File: config.mk
export PLATFORM = sky130hd
export DESIGN_NAME = mio_bus_ctrl
export DESIGN_NICKNAME = d
export VERILOG_FILES = /design/src/rtl/mio_bus_ctrl.sv
export SDC_FILE = /design/constraint.sdc
export NUM_CORES = 1
export LEC_CHECK = 0
export ABC_AREA = 1
export CAP_MARGIN = 10
export CORE_MARGIN = 2
export CORE_UTILIZATION = 45
export CTS_CLUSTER_SIZE = 30
export DETAILED_ROUTE_END_ITERATION = 8
export PLACE_DENSITY = 0.92
export SYNTH_ARGS = -nofsm -noshare
export SYNTH_HDL_FRONTEND = slang
export SYNTH_SLANG_ARGS = --single-unit
File: constraint.sdc
create_clock -name clk -period 2.26 [get_ports clk]
set_input_delay 0.226 -clock clk [delete_from_list [all_inputs] [get_ports clk]]
set_output_delay 0.226 -clock clk [all_outputs]
set_load 0.005 [all_outputs]
File: src/rtl/mio_bus_ctrl.sv
// Memory/IO bus sequencer: turns decoder load/store strobes into one handshaked
// bus transaction each, stalling the PC until the access completes or fails.
module mio_bus_ctrl #(
    parameter int ADDR_W  = 32,
    parameter int DATA_W  = 32,
    parameter int TIMEOUT = 255
) (
    input  logic              clk,
    input  logic              rst,
    input  logic              MemRead,
    input  logic              MemWrite,
    input  logic [ADDR_W-1:0] addr_in,
    input  logic [DATA_W-1:0] wdata_in,
    input  logic              MIO_ready,
    input  logic [DATA_W-1:0] Data_in,
    output logic              CPU_MIO,
    output logic [ADDR_W-1:0] Addr_out,
    output logic [DATA_W-1:0] Data_out,
    output logic              mem_w,
    output logic [DATA_W-1:0] rdata_out,
    output logic              stall,
    output logic              bus_err
);

    localparam int CNT_W = $clog2(TIMEOUT + 1);

    typedef enum logic [1:0] {
        S_IDLE,
        S_REQ,
        S_DONE,
        S_ERR
    } state_t;

    state_t             r_state;
    logic [CNT_W-1:0]   r_wait_cnt;
    logic               r_cpu_mio;
    logic [ADDR_W-1:0]  r_addr;
    logic [DATA_W-1:0]  r_data;
    logic               r_mem_w;
    logic [DATA_W-1:0]  r_rdata;
    logic               r_bus_err;
    logic               r_err_rd;

    logic               w_req;
    logic               w_aligned;
    logic               w_last_wait;

    assign w_req       = MemRead | MemWrite;
    assign w_aligned   = (addr_in[1:0] == 2'b00);
    assign w_last_wait = (r_wait_cnt == CNT_W'(TIMEOUT - 1));

    always_ff @(posedge clk) begin
        if (rst) begin
            r_state    <= S_IDLE;
            r_wait_cnt <= '0;
            r_cpu_mio  <= 1'b0;
            r_addr     <= '0;
            r_data     <= '0;
            r_mem_w    <= 1'b0;
            r_rdata    <= '0;
            r_bus_err  <= 1'b0;
            r_err_rd   <= 1'b0;
        end else begin
            case (r_state)
                S_IDLE: begin
                    if (w_req) begin
                        if (w_aligned) begin
                            r_addr     <= addr_in;
                            r_data     <= wdata_in;
                            r_mem_w    <= MemWrite;
                            r_wait_cnt <= '0;
                            r_cpu_mio  <= 1'b1;
                            r_state    <= S_REQ;
                        end else begin
                            // Bus-visible latches stay untouched; only remember direction for ERR.
                            r_err_rd <= ~MemWrite;
                            r_state  <= S_ERR;
                        end
                    end
                end
                S_REQ: begin
                    // Ready wins over timeout in the last permitted cycle.
                    if (MIO_ready) begin
                        if (!r_mem_w) begin
                            r_rdata <= Data_in;
                        end
                        r_cpu_mio <= 1'b0;
                        r_state   <= S_DONE;
                    end else if (w_last_wait) begin
                        r_err_rd  <= ~r_mem_w;
                        r_cpu_mio <= 1'b0;
                        r_state   <= S_ERR;
                    end else begin
                        r_wait_cnt <= r_wait_cnt + CNT_W'(1);
                    end
                end
                S_DONE: begin
                    r_state <= S_IDLE;
                end
                S_ERR: begin
                    r_bus_err <= 1'b1;
                    if (r_err_rd) begin
                        r_rdata <= '0;
                    end
                    r_state <= S_IDLE;
                end
                default: begin
                    r_state <= S_IDLE;
                end
            endcase
        end
    end

    assign CPU_MIO   = r_cpu_mio;
    assign Addr_out  = r_addr;
    assign Data_out  = r_data;
    assign mem_w     = r_mem_w;
    assign rdata_out = r_rdata;
    assign bus_err   = r_bus_err;
    assign stall     = ((r_state == S_IDLE) && w_req) || (r_state == S_REQ);

endmodule

# ---- Word-level counts from Yosys, hierarchy flattened
# Index checks and enable logic that the tools add are counted.
dict set report totals {
  reg_bits 110
  input_bits 101
  out_inout_bits 100
  word_cells 64
}
dict set report op_classes {
  add_sub_neg 1
  n_eq_ne 14
  mux 24
  n_bitwise 3
  n_reduce_logical 13
}
# op n
set ops {}
lappend ops {{$mux 32} 3}
lappend ops {{$pmux 32 s2} 1}
lappend ops {{$mux 8} 4}
lappend ops {{$ne 2x2->1 const B} 9}
lappend ops {{$pmux 8 s2} 1}
lappend ops {{$reduce_and 5->1} 2}
lappend ops {{$add 8x1->8 const B} 1}
lappend ops {{$eq 8x8->1 const B} 1}
lappend ops {{$mux 1} 8}
lappend ops {{$mux 2} 4}
lappend ops {{$reduce_and 4->1} 2}
lappend ops {{$pmux 2 s3} 1}
lappend ops {{$eq 2x2->1 const B} 2}
lappend ops {{$logic_not 2->1} 2}
lappend ops {{$pmux 1 s2} 2}
lappend ops {{$reduce_bool 2->1} 2}
lappend ops {{$ne 3x3->1 const B} 1}
lappend ops {{$reduce_and 3->1} 1}
lappend ops {{$eq 2x1->1 const B} 1}
lappend ops {{$not 1->1} 2}
lappend ops {{$reduce_and 2->1} 1}
lappend ops {{$reduce_or 2->1} 1}
lappend ops {{$logic_and 1x1->1} 1}
lappend ops {{$logic_or 1x1->1} 1}
lappend ops {{$or 1x1->1} 1}

# ---- Longest topological paths before layout
dict set report logic_depth {
  word_depth 4
  mapped_depth 9
  ltp_nobuf 9
}

# ---- Worst setup path before layout
# No wires, ideal clock.
dict set report synth_path {
  path_type {register to register}
  from {register r_state[1]}
  to {register r_data[2], in the netlist Data_out[2]}
  setup_time_ps 116
  arrival_ps 1202
  slack_ps 942
  path_stages_with_launch 9
  path_buffers 2
  period_less_slack_ps 1318
  cell_sequence {dfxtp_1 nor2_2 nand2_2 nor2_4 inv_2 buf_6 buf_6 nor2_1 nor2_1}
}
dict set report synth_via {
  elab_chain_len 2
}
# element line_no
set synth_lines {}
lappend synth_lines {{start: declaration} 34} ;# state_t r_state;
lappend synth_lines {{start signal: assignment} 54} ;# r_state <= S_IDLE;
lappend synth_lines {{start signal: assignment} 73} ;# r_state <= S_REQ;
lappend synth_lines {{start signal: assignment} 77} ;# r_state <= S_ERR;
lappend synth_lines {{$logic_not 2->1} 64} ;# case (r_state)
lappend synth_lines {{$reduce_and 3->1 (no line)} -}
lappend synth_lines {{end signal: assignment} 69} ;# r_data <= wdata_in;
lappend synth_lines {{end: declaration} 38} ;# logic [DATA_W-1:0] r_data;
# No other way between the ends.
# A chain may end at the register's enable or synchronous reset.

# ---- Worst setup path in the final report
dict set report layout_path {
  from {register r_state[0]}
  to {output stall}
}
dict set report layout_via {
  elab_chain_len 3
  word_cells_on_any_way 4
}
# element line_no
set layout_lines {}
lappend layout_lines {{$logic_not 2->1} 120} ;# assign stall = ((r_state == S_IDLE) && w_req) || (r_state == S_REQ);
lappend layout_lines {{$logic_and 1x1->1} 120}
lappend layout_lines {{$logic_or 1x1->1 *} 120}
lappend layout_lines {{end: declaration} 21} ;# output logic stall,
# Mark *: on every way between the ends. The rest lies on a longest branch, timed or not.

==> flow_summary.toml <==
[sta]
rsz0062_at_grt = "no"
tightestPinTransition_ns = 0.599
fin_crit_ns = 2.01
setup_tns_ns = 0
slew_violations = 0
setup_viol = 0
clock.fmax_mhz = 499
hold_viol = 0
fin_crit_sh_pct = 88.7
hold_ws_ns = 0.409
skew_ns = 0.0152
final.setup.worst_slack_ns = 0.255
slew_headroom_pct = 60.1

[route]
final_antenna_net_count = 0
drc = 0
wl_um = 12500
routedWlPerCell_um = 14.2
via_per_inst = 4.90
vias = 4289
drtIter0Drc = 151
dr.pass1.iters = 4

[placement]
pre_cts_slack_ns = 0.196
placed_area_um2 = 6510
dpl.cell_count = 859
numPortBuffers = 200
post-dp-hpwl_um = 9110
routabilityCongestion = 0.810

[cts]
cts_setup_buffers = 0
clk_pin_slew_ns = 0.11
cts_hold_buf = 0
cts_max_path_buffers = 2
clock-sinks = 110
cts_tree = "built"
htree_num_levels = 3
insertion_delay_ns = 0.37
cts_root_buf = "clkbuf_8"
cts_buffers = 9
post_cts_resize_count = 0

[floorplan]
die_w_um = 104
dieArea_um2 = 10800
num_io_pins = 201
start_util_pct = 46.1
num_rows = 36
coreArea_um2 = 9730
die_h_um = 104

[worst_setup_path]
rr_startpoint = "r_state[1]$_SDFFE_PP0P_"
cp.depth = 3
critPathTopFamily = "buffers and inverters"
worstSetupStartpoint = "r_state[0]$_SDFFE_PP0P_"
critPathRequiredTime_ns = 2.03
slowest_delay_ns = 0.56
reg2reg_slack_ns = 0.36
cp-start-kind = "flip-flop"
path_cells = "inv_2, a21oi_1, clkdlybuf4s50_1"
reg2reg_to = "Data_out[12]$_SDFFE_PP0P_"
endpoint = "stall"
worst-path-buf-inv = 2
cp-end-kind = "primary output"
cp_max_fo = 7
ff2ff_path_depth = 6
cpMaxStageDelayCell = "clkdlybuf4s50_1"
arrival_ns = 1.78
crit_type = "flip-flop to primary output"

[logic_synthesis]
synth.net_count = 655
syn_avg_cell_area_um2 = 8.13
syn_area_um2 = 4490
syn_inst = 552
yosysSeqAreaShare_pct = 49.1
yosysWarnings = 0
ys_types = 24
synth-seq-cells = 110

[power]
power_mw = 4.31
leakagePower_nw = 2.61
irDropWorstVdd_mv = 0.425
p_per_area_nw_per_um2 = 641

[final_layout]
finalNetCount = 840
syn_to_final_growth_pct = 49.8
utilization_pct = 69.1
ff_latch_area_um2 = 2200
n_fill_cell = 774
final_area_um2 = 6720
drive_gt1_share_pct = 13.2
antennaDiodeCount = 0
final-instance-count-excl-fill = 875
multi_input_comb_area_um2 = 1960

[grt]
grt_pass1_wl_um = 20700
antenna_found_initial = 0
grt_max_degree = 42
grt_use_total_pct = 23.1
grt_overflow = 0
grt_pass1_vias = 4254

[run]
cap_violations = 0

[worst_hold_path]
hold_path_class = "primary input to flip-flop"

[outcome]
run_status = "completed"
==> power breakdown <==
| part | internal [mW] | switching (mW) | total [mW] |
|---|---|---|---|
| Clock | 0.557 | 0.685 | 1.24 |
| Sequential | 2.07 | 0.0782 | 2.15 |
| Combinational | 0.498 | 0.417 | 0.915 |
| Total | 3.13 | 1.18 | 4.31 |
==> sequential cells by signal, summed over array words and instances, names as in the netlist <==
| name | count |
|---|---|
| Data_out | 32 |
| Addr_out | 32 |
| mem_w | 1 |
| bus_err | 1 |
| rdata_out | 32 |
| r_err_rd | 1 |
| r_state | 2 |
| CPU_MIO | 1 |
| r_wait_cnt | 8 |
==> worst reg2reg max path: cells and delay by family (launching register included) <==
kind                   cells  cell delay (ns)
AND/OR/NAND/NOR            4             0.85
buffers and inverters      1             0.42
flip-flops                 1             0.41
AO/OA/AOI/OAI              1             0.16
==> how the worst min path moves through the flow <==
stage	start	to	slack [ns]	depth (start not counted)
2_1_floorplan	wdata_in[10]	Data_out[10]$_SDFFE_PP0P_	0.36	2
3_3_place_gp	bus_err$_SDFFE_PP0P_	bus_err$_SDFFE_PP0P_	0.44	2
3_5_place_dp	bus_err$_SDFFE_PP0P_	bus_err$_SDFFE_PP0P_	0.45	2
4_1_cts	rst	Data_out[23]$_SDFFE_PP0P_	0.40	5
5_1_grt	Data_in[28]	rdata_out[28]$_SDFFE_PP0P_	0.42	3
6_report	rst	Addr_out[7]$_SDFFE_PP0P_	0.41	5
==> cell families after synthesis <==
group           after synthesis  synth area share, %
simple gates                269                 28.2
compound gates              110                 14.8
flops                       110                 49.1
buf+inv                      61                 7.34
fa+ha+maj                     2                0.558
==> cells in the mapped netlist <==
cell type  instances  area, um2
dfxtp_1          110       2200
nand2_4            1       11.3
buf_6              6       67.6
nand2_2            4       25.0
buf_2             13       65.1
clkinv_4           1       8.76
nand4_1            2       12.5
inv_2              3       11.3
nor2_4             2       22.5
o21bai_1           1       7.51
ha_1               2       25.0
nor2_1           139        522
o21ai_0           67        335
nand3_1           17       85.1
buf_8              3       45.0
a21oi_1           12       60.1
nor2_2             1       6.26
inv_1             23       86.3
clkbuf_1          12       45.0
nand2_1           70        263
nor3_1             2       10.0
a21oi_2           30        263
or2_2              1       6.26
nand3_2           30        300
==> per-layer routing <==
metal	wire length [um]	part of all wire, %	vias to the layer above	global-route usage (%)
met1	4790	38	1980	26.4
met3	714	5.7	25	4.78
met2	6670	54	143	42.4
met5	0	0	-	0
li1	-	-	2141	-
met4	285	2.3	0	8.49
==> cells in the final DEF (no fill, tap or decap) <==
master,synthesis,routed
nand2_2,4,5
buf_12,0,2
nand3_1,17,17
a21oi_1,12,12
nand3_2,30,30
o21ai_0,67,67
nand2_4,1,1
ha_1,2,2
clkbuf_8,0,10
nand4_1,2,2
or2_2,1,1
inv_6,0,2
o21bai_1,1,1
clkdlybuf4s50_1,0,199
clkinv_4,1,3
a21oi_2,30,30
bufinv_16,0,1
dfxtp_1,110,110
clkbuf_1,12,1
nor3_1,2,2
buf_4,0,6
nor2_4,2,2
inv_1,23,23
nor2_1,139,139
nand2_1,70,69
inv_2,3,3
buf_2,13,1
nor2_2,1,1
==> final cells by class <==
type / instances / share of cell area (%)
Clock buffer: 11 / 2.10
Clock inverter: 5 / 0.968
Inverter: 27 / 1.58
Multi-Input combinational cell: 381 / 29.1
Sequential cell: 110 / 32.8
Tap cell: 133 / 2.48
Timing Repair Buffer: 208 / 31.0
No activity file was read; power rests on OpenSTA's default activity.
==> RTL change 1 (same settings) <==
`TIMEOUT`: 255 -> 510.
--- a/src/rtl/mio_bus_ctrl.sv
+++ b/src/rtl/mio_bus_ctrl.sv
@@ -3,7 +3,7 @@
 module mio_bus_ctrl #(
     parameter int ADDR_W  = 32,
     parameter int DATA_W  = 32,
-    parameter int TIMEOUT = 255
+    parameter int TIMEOUT = 510
 ) (
     input  logic              clk,
     input  logic              rst,
Check against the original RTL: same outputs for any inputs over 4 cycles, from zero or initial values and one cycle with rst high; that may be too few to reach the edited logic, so the function may still have changed.
==> RTL change 1 against the unedited design <==
- utilization is 1.0 points lower
- design area is 1.9% lower
- sequential cell count is 1 higher
- synthesized area is 0.78% lower
- first-iteration DRC count is 45% higher
- setup slack better by 47 ps
- routed wire length is 3.0% higher
- clock skew is 5.6 ps lower
- global-route usage is 0.22 points lower
- total power is 4.0% lower
- critical path depth is 1 higher
==> RTL change 1: results (changes against the unedited design) <==
Worst slew margin 0.581 (was 0.601); Setup Skew 9.64 ps (was 15.2 ps); routed vias 4532 (was 4289); gpl congestion 0.876 (was 0.810); worst hold path class in -> reg (unchanged); GRT Total Usage 0.229 (was 0.231); CTS max path bufs 2 (unchanged); Max VDD drop 0.389 mV (was 0.425 mV); DR vias/cell 5.12 (was 4.90); n_diodes 0 (unchanged); htree depth 3 (unchanged); Root Buffer clkbuf_8 (unchanged); nets@finish 850 (was 840); post-DP HPWL 9350 um (was 9110 um); Avg WL per Cell 14.5 um (was 14.2 um); Post-synth top cells nand2_1 (136), dfxtp_1 (111), nand3_1 (109), a21oi_1 (104), inv_1 (24) (was nor2_1 (139), dfxtp_1 (110), nand2_1 (70), o21ai_0 (67)); Resized cells post-CTS 0 (unchanged); WP data arrival 1730 ps (was 1780 ps); CP max FO 6 (was 7); Syn Area/Cell 7.81 um^2 (was 8.13 um^2); setup TNS 0 ps (unchanged); IO Port Bufs 200 (unchanged); Reg clk slew, reported paths 100 ps; fillers 736 (was 774); DRT iter0 DRCs 219 (was 151); Post-Place Cells 869 (was 859); TritonRoute pass-1 iters 5 (was 4); number of buffers created by CTS 9 (unchanged); status finished clean (unchanged); Post-synth ARST share 0 (unchanged); vias in the first global route 4223 (was 4254); post-CTS setup buffer count 0 (unchanged); syn_nets 673 (was 655); Synth cell types 23 (was 24); Ys Warns 0 (unchanged); first-pass GRT wire length 19400 um (was 20700 um); Lkg Pwr 2.35 nW (was 2.61 nW); initial antenna violation count 0 (unchanged); worst skew pair latency 360 ps; largest net degree at the start of global routing 70 (was 42); top post-synthesis cells by area dfxtp_1 (50%), nand3_1 (12%), a21oi_1 (12%), nand2_1 (11%), buf_6 (3.8%) (was dfxtp_1 (49%), nor2_1 (12%), o21ai_0 (7.5%), nand3_2 (6.7%), a21oi_2 (5.9%)); sequential share of the synthesized area 0.499 (was 0.491); layout cell share with drive strength beyond 1 0.0519 (was 0.132); DP Area 6420 um^2 (was 6510 um^2)
-- RTL change 1: cell type report --
class	count	area (um^2)	area share
multi-input cells	391	1850	0.281
repair buffers	207	2080	0.315
inverters	27	101	0.0154
clock buffers	9	124	0.0188
flip-flops and latches	111	2220	0.337
well taps	133	166	0.0252
clock inverters	7	52.6	0.00797
-- RTL change 1: per-layer routing --
metal  GRT usage  up-vias  share of wire
met5           0        -              0
met4      0.0860        0          0.016
met3      0.0813       16           0.10
met2       0.391      219           0.48
met1       0.265     2058           0.40
li1            -     2239              -
-- RTL change 1: logic make-up after synthesis --
| logic type | share of synthesized area |
|---|---|
| buf+inv | 0.0857 |
| simple gates | 0.285 |
| compound gates | 0.125 |
| flops | 0.499 |
| fa+ha+maj | 0.00562 |
-- RTL change 1: stage by stage --
stage	setup slack [ps]	util
2_1_floorplan	1010	-
3_3_place_gp	336	0.663
3_5_place_dp	253	0.663
4_1_cts	284	0.681
5_1_grt	182	0.681
6_report	302	0.681
-- RTL change 1: worst max-delay path, stage by stage (launching register included) --
cell and delay [ps]:
dfxtp_1 500, inv_1 100, nand2_1 180, nand2_1 130, clkdlybuf4s50_1 460
-- RTL change 1: where the power goes --
part / internal (mW) / switching (mW) / total [mW] / leakage (nW)
Clock: 0.412 / 0.672 / 1.08 / 0.0904
Combinational: 0.476 / 0.425 / 0.901 / 1.35
Sequential: 2.08 / 0.0755 / 2.15 / 0.902
-- RTL change 1: path summary, 6_finish.rpt --
kind / from / slack (ps) / depth (start not counted) / to
hold / removal: rst / 300 / 2 / Data_out[28]
setup reg to reg: r_state[1] / 510 / 7 / Data_out[24]
setup / recovery: r_state[1] / 300 / 4 / stall
hold reg to reg: bus_err / 460 / 2 / bus_err
==> RTL change 2 (same settings) <==
Made on the original files. Re-encode `state_t` (4 states) as one-hot, 4 bits wide.
--- a/src/rtl/mio_bus_ctrl.sv
+++ b/src/rtl/mio_bus_ctrl.sv
@@ -24,11 +24,11 @@
 
     localparam int CNT_W = $clog2(TIMEOUT + 1);
 
-    typedef enum logic [1:0] {
-        S_IDLE,
-        S_REQ,
-        S_DONE,
-        S_ERR
+    typedef enum logic [3:0] {
+        S_IDLE = 4'b0001,
+        S_REQ  = 4'b0010,
+        S_DONE = 4'b0100,
+        S_ERR  = 4'b1000
     } state_t;
 
     state_t             r_state;
Behaviour: same outputs for any inputs over 4 cycles, from zero or initial values and one cycle with rst high; so few cycles prove little.
==> RTL change 2 against the unedited design <==
- register-to-register slack better by 90 ps
- routed wire length up 6.0%
- setup slack worse by 79 ps
- clock power is 4% higher
- total power shrank 3.6%
- sequential share of layout area up 1.1 points
- synthesized cell count increased by 1.6%
- synthesized area down 0.73%
- die area shrank 0.70%
- design area is 1.4% lower
- hold slack better by 15 ps
- clock skew down 4.0 ps
- sequential cell count up 2
- largest power group unchanged
==> RTL change 2: results (changes against the unedited design) <==
status finished clean (unchanged); reg2reg setup slack 450 ps (was 360 ps); Compound-Gate Fraction of Synth Area 0.123 (was 0.148); fillers 772 (was 774); post-place setup slack 340 ps (was 196 ps); first-pass GRT wire length 20500 um (was 20700 um); Synth cell types 26 (was 24); power share of the sequential group 0.515 (was 0.499); HP Start Data_in[17] (was rst); gpl congestion 0.880 (was 0.810); Worst R2R End rdata_out[11] (was Data_out[12]); GR Util met2 0.441 (was 0.424); switching power 1.11 mW (was 1.18 mW); crit path from r_state[0] (unchanged); CP max FO 4 (was 7); Max Fclk 480 MHz (was 499 MHz); WP data arrival 1860 ps (was 1780 ps); GRT Total Usage 0.241 (was 0.231); nets@finish 842 (was 840); WL met2 6910 um (was 6670 um); Post-synth top cells nor2_1 (150), dfxtp_1 (112), o21ai_0 (51), nand2_1 (43), nand3_1 (42) (was nor2_1 (139), dfxtp_1 (110), nand2_1 (70), o21ai_0 (67)); Lkg Pwr 2.41 nW (was 2.61 nW); M1 WL 4840 um (was 4790 um); sequential share of the synthesized area 0.504 (was 0.491); GR Util met1 0.261 (was 0.264); met3 Use GR 0.0625 (was 0.0478); Worst Reg-to-Reg Cells 7 (was 6); Die W 103 um (was 104 um); top post-synthesis cells by area dfxtp_1 (50%), nor2_1 (13%), o21ai_0 (5.7%), nand3_1 (4.7%), nand4_1 (4.6%) (was dfxtp_1 (49%), nor2_1 (12%), o21ai_0 (7.5%), nand3_2 (6.7%), a21oi_2 (5.9%)); layout cell share with drive strength beyond 1 0.0538 (was 0.132); Synth Area in XOR/XNOR 0.00197 (was 0); Setup Skew 11.2 ps (was 15.2 ps); total power 4.15 mW (was 4.31 mW)
RTL change 2: cell types whose count changed after synthesis, moves of 11 or more:
cell | before | now
o21ai_1 | 0 | 16
nand4_1 | 2 | 33
a21oi_2 | 30 | 1
a21oi_1 | 12 | 39
nand2_1 | 70 | 43
nand3_1 | 17 | 42
o21ai_0 | 67 | 51
nand3_2 | 30 | 0
inv_1 | 23 | 12
nor2_1 | 139 | 150
RTL change 2: tightest hold or removal path, cell delays in order:
cell and delay [ps]:
clkdlybuf4s50_1 390, nand4_1 90, a21oi_1 60
RTL change 2: cell families (layout without fill, tap and decap cells):
logic type,Yosys count,count (layout)
compound gates,108,108
simple gates,278,278
flops,112,112
fa+ha+maj,2,2
buf+inv,60,243
xor+xnor,1,1
RTL change 2: stage by stage:
step,cell area (um^2),std cells
2_1_floorplan,4450,561
3_3_place_gp,6410,861
3_5_place_dp,6410,861
4_1_cts,6630,877
5_1_grt,6630,877
6_report,6630,877
RTL change 2: cell type report:
class / instances / area, um^2 / area share
multi-input cells: 389 / 1840 / 0.277
flip-flops and latches: 112 / 2240 / 0.338
clock buffers: 9 / 124 / 0.0187
well taps: 133 / 166 / 0.0251
inverters: 18 / 67.6 / 0.0102
clock inverters: 7 / 95.1 / 0.0143
repair buffers: 209 / 2090 / 0.316
RTL change 2: worst min-delay path by stage:
stage                         end  slack (ps)
global placement      Addr_out[1]         430
global route        rdata_out[31]         400
floorplan                   mem_w         370
detailed placement        bus_err         440
CTS                 rdata_out[31]         400
finish              rdata_out[17]         420
